[config.mk]
export PLATFORM = sky130hd
export DESIGN_NAME = xc20xx_cfg_loader
export DESIGN_NICKNAME = d
export VERILOG_FILES = /design/src/rtl/xc20xx_cfg_loader.sv
export SDC_FILE = /design/constraint.sdc
export NUM_CORES = 1
export LEC_CHECK = 0
export CAP_MARGIN = 20
export CELL_PAD_IN_SITES_DETAIL_PLACEMENT = 1
export CELL_PAD_IN_SITES_GLOBAL_PLACEMENT = 1
export CORE_MARGIN = 2
export CORE_UTILIZATION = 23
export DETAILED_ROUTE_END_ITERATION = 16
export GPL_ROUTABILITY_DRIVEN = 1
export PLACE_DENSITY_LB_ADDON = 0.1
export SYNTH_ARGS = -nofsm -noshare
export SYNTH_HDL_FRONTEND = slang
export SYNTH_SLANG_ARGS = --single-unit
[constraint.sdc]
create_clock -name K -period 1.6 [get_ports K]
set_input_delay 0.32 -clock K [delete_from_list [all_inputs] [get_ports K]]
set_output_delay 0.32 -clock K [all_outputs]
set_load 0.05 [all_outputs]
[src/rtl/xc20xx_cfg_loader.sv]
// Byte-serial XC20XX configuration loader: hunts for the sync byte, takes a word count,
// then writes one little-endian 32-bit word per CLB. Optional XOR trailer: XC20XX_CFG_CHECKSUM_EN.
module xc20xx_cfg_loader #(
    parameter int          NUM_CLB = 64,
    parameter int          ADDR_W  = 6,
    parameter logic [7:0]  SYNC    = 8'hB2
) (
    input  logic              K,
    input  logic              R_N,
    input  logic              START,
    input  logic [7:0]        IN_DATA,
    input  logic              IN_VLD,
    output logic              IN_RDY,
    output logic [ADDR_W-1:0] CFG_ADDR,
    output logic [31:0]       CFG_DATA,
    output logic              CFG_WE,
    output logic              BUSY,
    output logic              DONE,
    output logic              ERR
);

    typedef enum logic [2:0] {
        S_IDLE,
        S_SYNC,
        S_COUNT,
        S_DATA,
`ifdef XC20XX_CFG_CHECKSUM_EN
        S_CSUM,
`endif
        S_DONE,
        S_ERR
    } state_t;

    state_t              state_q, state_d;
    logic                busy;
    logic                xfer;
    logic                count_bad;
    logic                last_byte;
    logic [1:0]          bidx_q;
    logic [ADDR_W-1:0]   widx_q;
    logic [ADDR_W-1:0]   last_q;
    logic [23:0]         asm_q;
    logic                we_q;
    logic [ADDR_W-1:0]   addr_q;
    logic [31:0]         data_q;
    logic                done_q;
    logic                err_q;
`ifdef XC20XX_CFG_CHECKSUM_EN
    logic [7:0]          csum_q;
`endif

    assign xfer      = IN_VLD & IN_RDY;
    assign count_bad = (IN_DATA == 8'd0) || (int'(IN_DATA) > NUM_CLB);
    assign last_byte = (bidx_q == 2'd3) && (widx_q == last_q);

    always_ff @(posedge K or negedge R_N) begin
        if (!R_N) begin
            state_q <= S_IDLE;
        end else begin
            state_q <= state_d;
        end
    end

    always_comb begin
        state_d = state_q;
        busy    = 1'b0;
        unique case (state_q)
            S_SYNC, S_COUNT, S_DATA: busy = 1'b1;
`ifdef XC20XX_CFG_CHECKSUM_EN
            S_CSUM:                  busy = 1'b1;
`endif
            default:                 busy = 1'b0;
        endcase

        if (START) begin
            state_d = S_SYNC;
        end else if (xfer) begin
            unique case (state_q)
                S_SYNC: begin
                    if (IN_DATA == SYNC) state_d = S_COUNT;
                end
                S_COUNT: begin
                    state_d = count_bad ? S_ERR : S_DATA;
                end
                S_DATA: begin
                    if (last_byte) begin
`ifdef XC20XX_CFG_CHECKSUM_EN
                        state_d = S_CSUM;
`else
                        state_d = S_DONE;
`endif
                    end
                end
`ifdef XC20XX_CFG_CHECKSUM_EN
                S_CSUM: begin
                    state_d = (IN_DATA == csum_q) ? S_DONE : S_ERR;
                end
`endif
                default: state_d = state_q;
            endcase
        end
    end

    assign BUSY   = busy;
    assign IN_RDY = busy & ~START;

    // Write strobe is registered, so a START arriving in the strobe cycle cannot cancel it.
    always_ff @(posedge K or negedge R_N) begin
        if (!R_N) begin
            bidx_q <= '0;
            widx_q <= '0;
            last_q <= '0;
            asm_q  <= '0;
            we_q   <= 1'b0;
            addr_q <= '0;
            data_q <= '0;
            done_q <= 1'b0;
            err_q  <= 1'b0;
`ifdef XC20XX_CFG_CHECKSUM_EN
            csum_q <= '0;
`endif
        end else begin
            we_q <= 1'b0;
            if (START) begin
                bidx_q <= '0;
                widx_q <= '0;
                done_q <= 1'b0;
                err_q  <= 1'b0;
`ifdef XC20XX_CFG_CHECKSUM_EN
                csum_q <= '0;
`endif
            end else begin
                if (xfer && state_q == S_COUNT) begin
                    last_q <= ADDR_W'(IN_DATA - 8'd1);
                    widx_q <= '0;
                    bidx_q <= '0;
                end
                if (xfer && state_q == S_DATA) begin
`ifdef XC20XX_CFG_CHECKSUM_EN
                    csum_q <= csum_q ^ IN_DATA;
`endif
                    bidx_q <= bidx_q + 2'd1;
                    unique case (bidx_q)
                        2'd0: asm_q[7:0]   <= IN_DATA;
                        2'd1: asm_q[15:8]  <= IN_DATA;
                        2'd2: asm_q[23:16] <= IN_DATA;
                        default: begin
                            we_q   <= 1'b1;
                            addr_q <= widx_q;
                            data_q <= {IN_DATA, asm_q};
                            widx_q <= widx_q + ADDR_W'(1);
                        end
                    endcase
                end
                if (xfer && state_d == S_ERR) begin
                    err_q <= 1'b1;
                end
`ifdef XC20XX_CFG_CHECKSUM_EN
                if (xfer && state_q == S_CSUM && IN_DATA == csum_q) begin
                    done_q <= 1'b1;
                end
`else
                // DONE trails the final write strobe by one cycle.
                if (state_q == S_DONE) begin
                    done_q <= 1'b1;
                end
`endif
            end
        end
    end

    assign CFG_WE   = we_q;
    assign CFG_ADDR = addr_q;
    assign CFG_DATA = data_q;
    assign DONE     = done_q;
    assign ERR      = err_q;

endmodule

# Word-level counts from Yosys, hierarchy flattened
# Cells that the tools add are included.
# op_classes
reduce_logical,17
muxes,21
eq_ne,10
bitwise,4
add_sub_neg,3
order_cmp,1
# ops
op,count
$mux 6,4
$mux 3,5
$reduce_and 3->1,4
$pmux 3 s3,1
$eq 8x8->1 const B,1
$gt 8x7->1 const B,1
$logic_not 8->1,1
$mux 1,8
$add 6x1->6 const B,1
$eq 3x2->1 const B,2
$eq 3x3->1 const B,2
$eq 6x6->1,1
$mux 2,3
$reduce_or 3->1,2
$sub 6x1->6 const B,1
$eq 2x2->1 const B,2
$logic_and 1x1->1,4
$reduce_bool 2->1,2
$eq 3x1->1 const B,1
$reduce_bool 3->1,1
$add 2x1->2 const B,1
$and 1x1->1,2
$eq 2x1->1 const B,1
$logic_not 2->1,1
other kinds (3),4
# word_totals
ff_bits,82
inputBits,12
elab_cells,68

# Longest topological paths before layout
# logic_depth
ltp_word,11
ltp_mapped,8

# Worst setup path before layout
# Ideal clock, no wire load.
# synth_path
kind,flip-flop to output port
start,reg state_q[0]
end,out IN_RDY
setup_slack_ns,-0.450
required_ns,1.280
t_arrival_ns,1.730
stages_incl_launch_ff,4
path_cell_list,dfrtp_1 clkbuf_1 nor2_1 nor3_1
# synth_between
elab_chain_len,4
# synth_rtl
item,line,rtl
start: declaration,34,"state_t state_q, state_d;"
start signal: assignment,60,state_q <= state_d;
$eq 3x2->1 or $eq 3x1->1 (tied branches),67,unique case (state_q)
$reduce_or 3->1 *,67,
$mux 1 *,67,
$and 1x1->1 *,105,assign IN_RDY = busy & ~START;
end: declaration,13,"output logic IN_RDY,"
# Every way passes the cells marked *; elsewhere a longest branch is shown, timed or not.

# Final worst setup path
# layout_path
start,reg state_q[2]
end,out IN_RDY
# The elaborated chain is that of the path after synthesis.

==> impl_results.md <==
* Status: complete, no violations
* Net count reported at finish at 468
* Clock latency on the worst-skew pair at 340 ps
* Count of mapped cells out of synthesis at 355
* Slew Limit Headroom at 70.4%
* Worst hold-check path type: in -> async
* Detail-routed net length per standard cell at 15.6 µm
* Cell taking the most area after synthesis: dfrtp_1
* Worst EP required at 1280 ps
* Mean post-synth cell area at 9.91 µm²
* Total global-route track usage at 13.3%
* Most frequently used cell type in the post-synthesis netlist: nand2_1
* Number of max-cap violations at 0
* Highest net fanout along the worst path at 4
* Setup violators final at 0
* Number of nets in the synthesized netlist at 375
* Yosys Warn Count at 0
* Starting utilization of the core area at 23.3%
* Number of DRC violations after detailed routing at 0
* Die Y at 128 µm
* Slew Limit Fails at 0
* Number of vias in the routed layout at 2,791
* Number of violations reported at the end of detailed-routing iteration 0 at 112
* Aggregate global routing overflow at 0
* Clock transition at path regs at 70 ps
* Number of primary I/O pins at 55
* Seq cells post-synth at 82
* Power density over the cells at 859 nW/µm²
* Post-Syn Area at 3520 µm²
* Final Non-Filler Cells at 641
* Fraction of the cycle the final worst path needs at 99.9%
* Detailed-routing iteration count for the pre-antenna-repair pass at 4
* Unrepaired setup endpoints after global routing: true
* Antenna-violating nets left at 0
* Area enclosed by the die boundary at 16,300 µm²
* Via count of the first global-routing pass at 3,058
* Classification of the worst setup path: reg -> out
* Post-layout min period at 1600 ps
* Maximum buffer depth of the clock tree at 2
* Routed via count divided by cell count at 4.35
* Antenna violations before repair at 0
* Peak supply drop at 0.000418 V
* Placed cell count at 618
* Share of the synthesized area in the top cell type at 58.3%
* Post-Route WL at 10,000 µm
* Depth of the CTS H-tree at 3
* Proportion of synthesized flip-flops having asynchronous set or reset at 100%
* Number of input and output port buffers inserted at 54
* Slew at the pin with the worst max-slew slack at 444 ps
* First-pass GRT wire length at 16,600 µm
* Number of buffers inserted during clock tree synthesis at 9
* Static Leakage at 2.59 nW
* Cell types with the largest area share after synthesis: dfrtp_1, nand2_1, mux2_2, ha_1, o21ai_0
* Fraction of final layout cells with drive strength greater than 1 at 30.7%
* Most instantiated flip-flop cell in the synthesis netlist: dfrtp_1
* Count of flip-flops with a built-in enable after synthesis at 0
* Type of origin of the critical path: flop
* List of most frequent post-synthesis cells: nand2_1, dfrtp_1, mux2_2
* Core Area at 15,100 µm²
* Cell variety after synth at 37
* Endpoint arrival time on the critical path at 1280 ps
* Number of hold violations in the final report at 0
* Site Rows at 45
* Share of synthesized area occupied by flip-flops and latches at 58.3%
* Global placement routability congestion at 0.755
* Critical Path Sink Type: primary output
* Timing-limited maximum frequency at 626 MHz
* Largest clock skew in the final design at 5.24 ps
* Pin count of the biggest net entering global routing at 34
* Num Clock Sinks at 82
* Final-layout setup total negative slack at 0 ps
* HPWL after DPL at 7160 µm
* CTS tree: yes
* Syn-to-layout area delta at 48.4%
* Master cell of the clock root buffer: clkbuf_16
* # diodes at 0
* Horiz. Die Dim at 128 µm
layout by cell type, fill, tap and decap left out, types with 4 or more instances in the layout:
master	count
dlygate4sd2_1	4
nor3_1	5
o21ai_0	16
buf_6	7
or3_1	4
nor2_1	6
mux2_2	20
a31oi_1	4
a21oi_1	5
ha_1	8
inv_1	7
clkbuf_16	9
buf_4	55
clkdlybuf4s50_1	4
buf_12	28
nand3_1	11
nand2_1	129
xnor2_1	8
dfrtp_1	82
final timing paths:
check / startpoint / endpoint / slack (ps) / cells after the start
worst min-delay path: R_N / CFG_DATA[20] / 450 / 2
worst max register to register: state_q[2] / widx_q[0] / 10 / 5
max in group asynchronous: R_N / CFG_DATA[27] / 500 / 3
min in group K: IN_DATA[1] / last_q[1] / 450 / 4
worst min register to register: asm_q[7] / CFG_DATA[7] / 470 / 2
worst max-delay path: state_q[2] / IN_RDY / 2 / 3
flip-flops by register name, indices dropped and copies added, names as in the netlist:
name / count
state_q: 3
CFG_DATA: 32
last_q: 6
DONE: 1
ERR: 1
widx_q: 6
bidx_q: 2
CFG_ADDR: 6
CFG_WE: 1
asm_q: 24
report_power, final:
part	internal [W]	switching [W]	total (W)
logic	0.000106	0.000131	0.000237
clock network	0.00122	0.000899	0.00212
registers	0.00211	0.0000198	0.00213
total	0.00344	0.00105	0.00449
layer usage:
| metal | up-vias | part of all wire, % | GRT usage [%] |
|---|---|---|---|
| met5 | - | 0 | 0 |
| met4 | 0 | 1.2 | 4.46 |
| met3 | 8 | 2.5 | 2.71 |
| met2 | 35 | 45 | 20.2 |
| met1 | 1394 | 51 | 18.9 |
| li1 | 1354 | - | - |
per-stage QoR:
stage	util (%)	total power (W)	setup slack, ps	instance area (µm²)	hold WS (ps)
6_report	34.6	0.00449	1.65	5220	453
5_1_grt	34.6	0.00469	-42.5	5220	494
4_1_cts	34.3	0.00457	-1.07	5180	467
3_5_place_dp	31.6	0.00240	-619	4760	307
3_3_place_gp	31.6	0.00240	-654	4760	304
2_1_floorplan	-	0.00224	-30.3	3540	24.4
cells by family (layout without fill, tap and decap cells):
| family | after synthesis | count (layout) | share of synthesized area, % |
|---|---|---|---|
| adder cells (fa/ha/maj) | 8 | 8 | 2.84 |
| buffers and inverters | 28 | 126 | 3.16 |
| XOR/XNOR | 10 | 10 | 2.49 |
| flip-flops | 82 | 82 | 58.3 |
| AND/OR/NAND/NOR | 173 | 173 | 21.0 |
| AO/OA/AOI/OAI | 34 | 34 | 5.76 |
| multiplexers | 20 | 20 | 6.40 |
repair_timing:
item | in CTS | in global routing
gates cloned | 0 | 0
hold buffers | 1 | 0
endpoints found under the hold margin | 28 | 0
setup endpoints to repair | 66 | 25
resized for setup | 21 | 9
pin swaps | 4 | 0
setup buffers | 5 | 1
worst max-delay path, stage by stage (launching register included):
cell     delay, ps
dfrtp_1        420
buf_6          150
nor3_4         210
buf_12         170
area by class of cell:
class / count / area (µm²)
fill: 1695 / 9870
clock inverter: 7 / 77.6
timing repair buffer: 101 / 1160
inverter: 9 / 35.0
tap: 188 / 235
clock buffer: 9 / 225
sequential: 82 / 2050
multi-input combinational: 245 / 1440
Note: power is estimated with default switching activity, not from simulation.
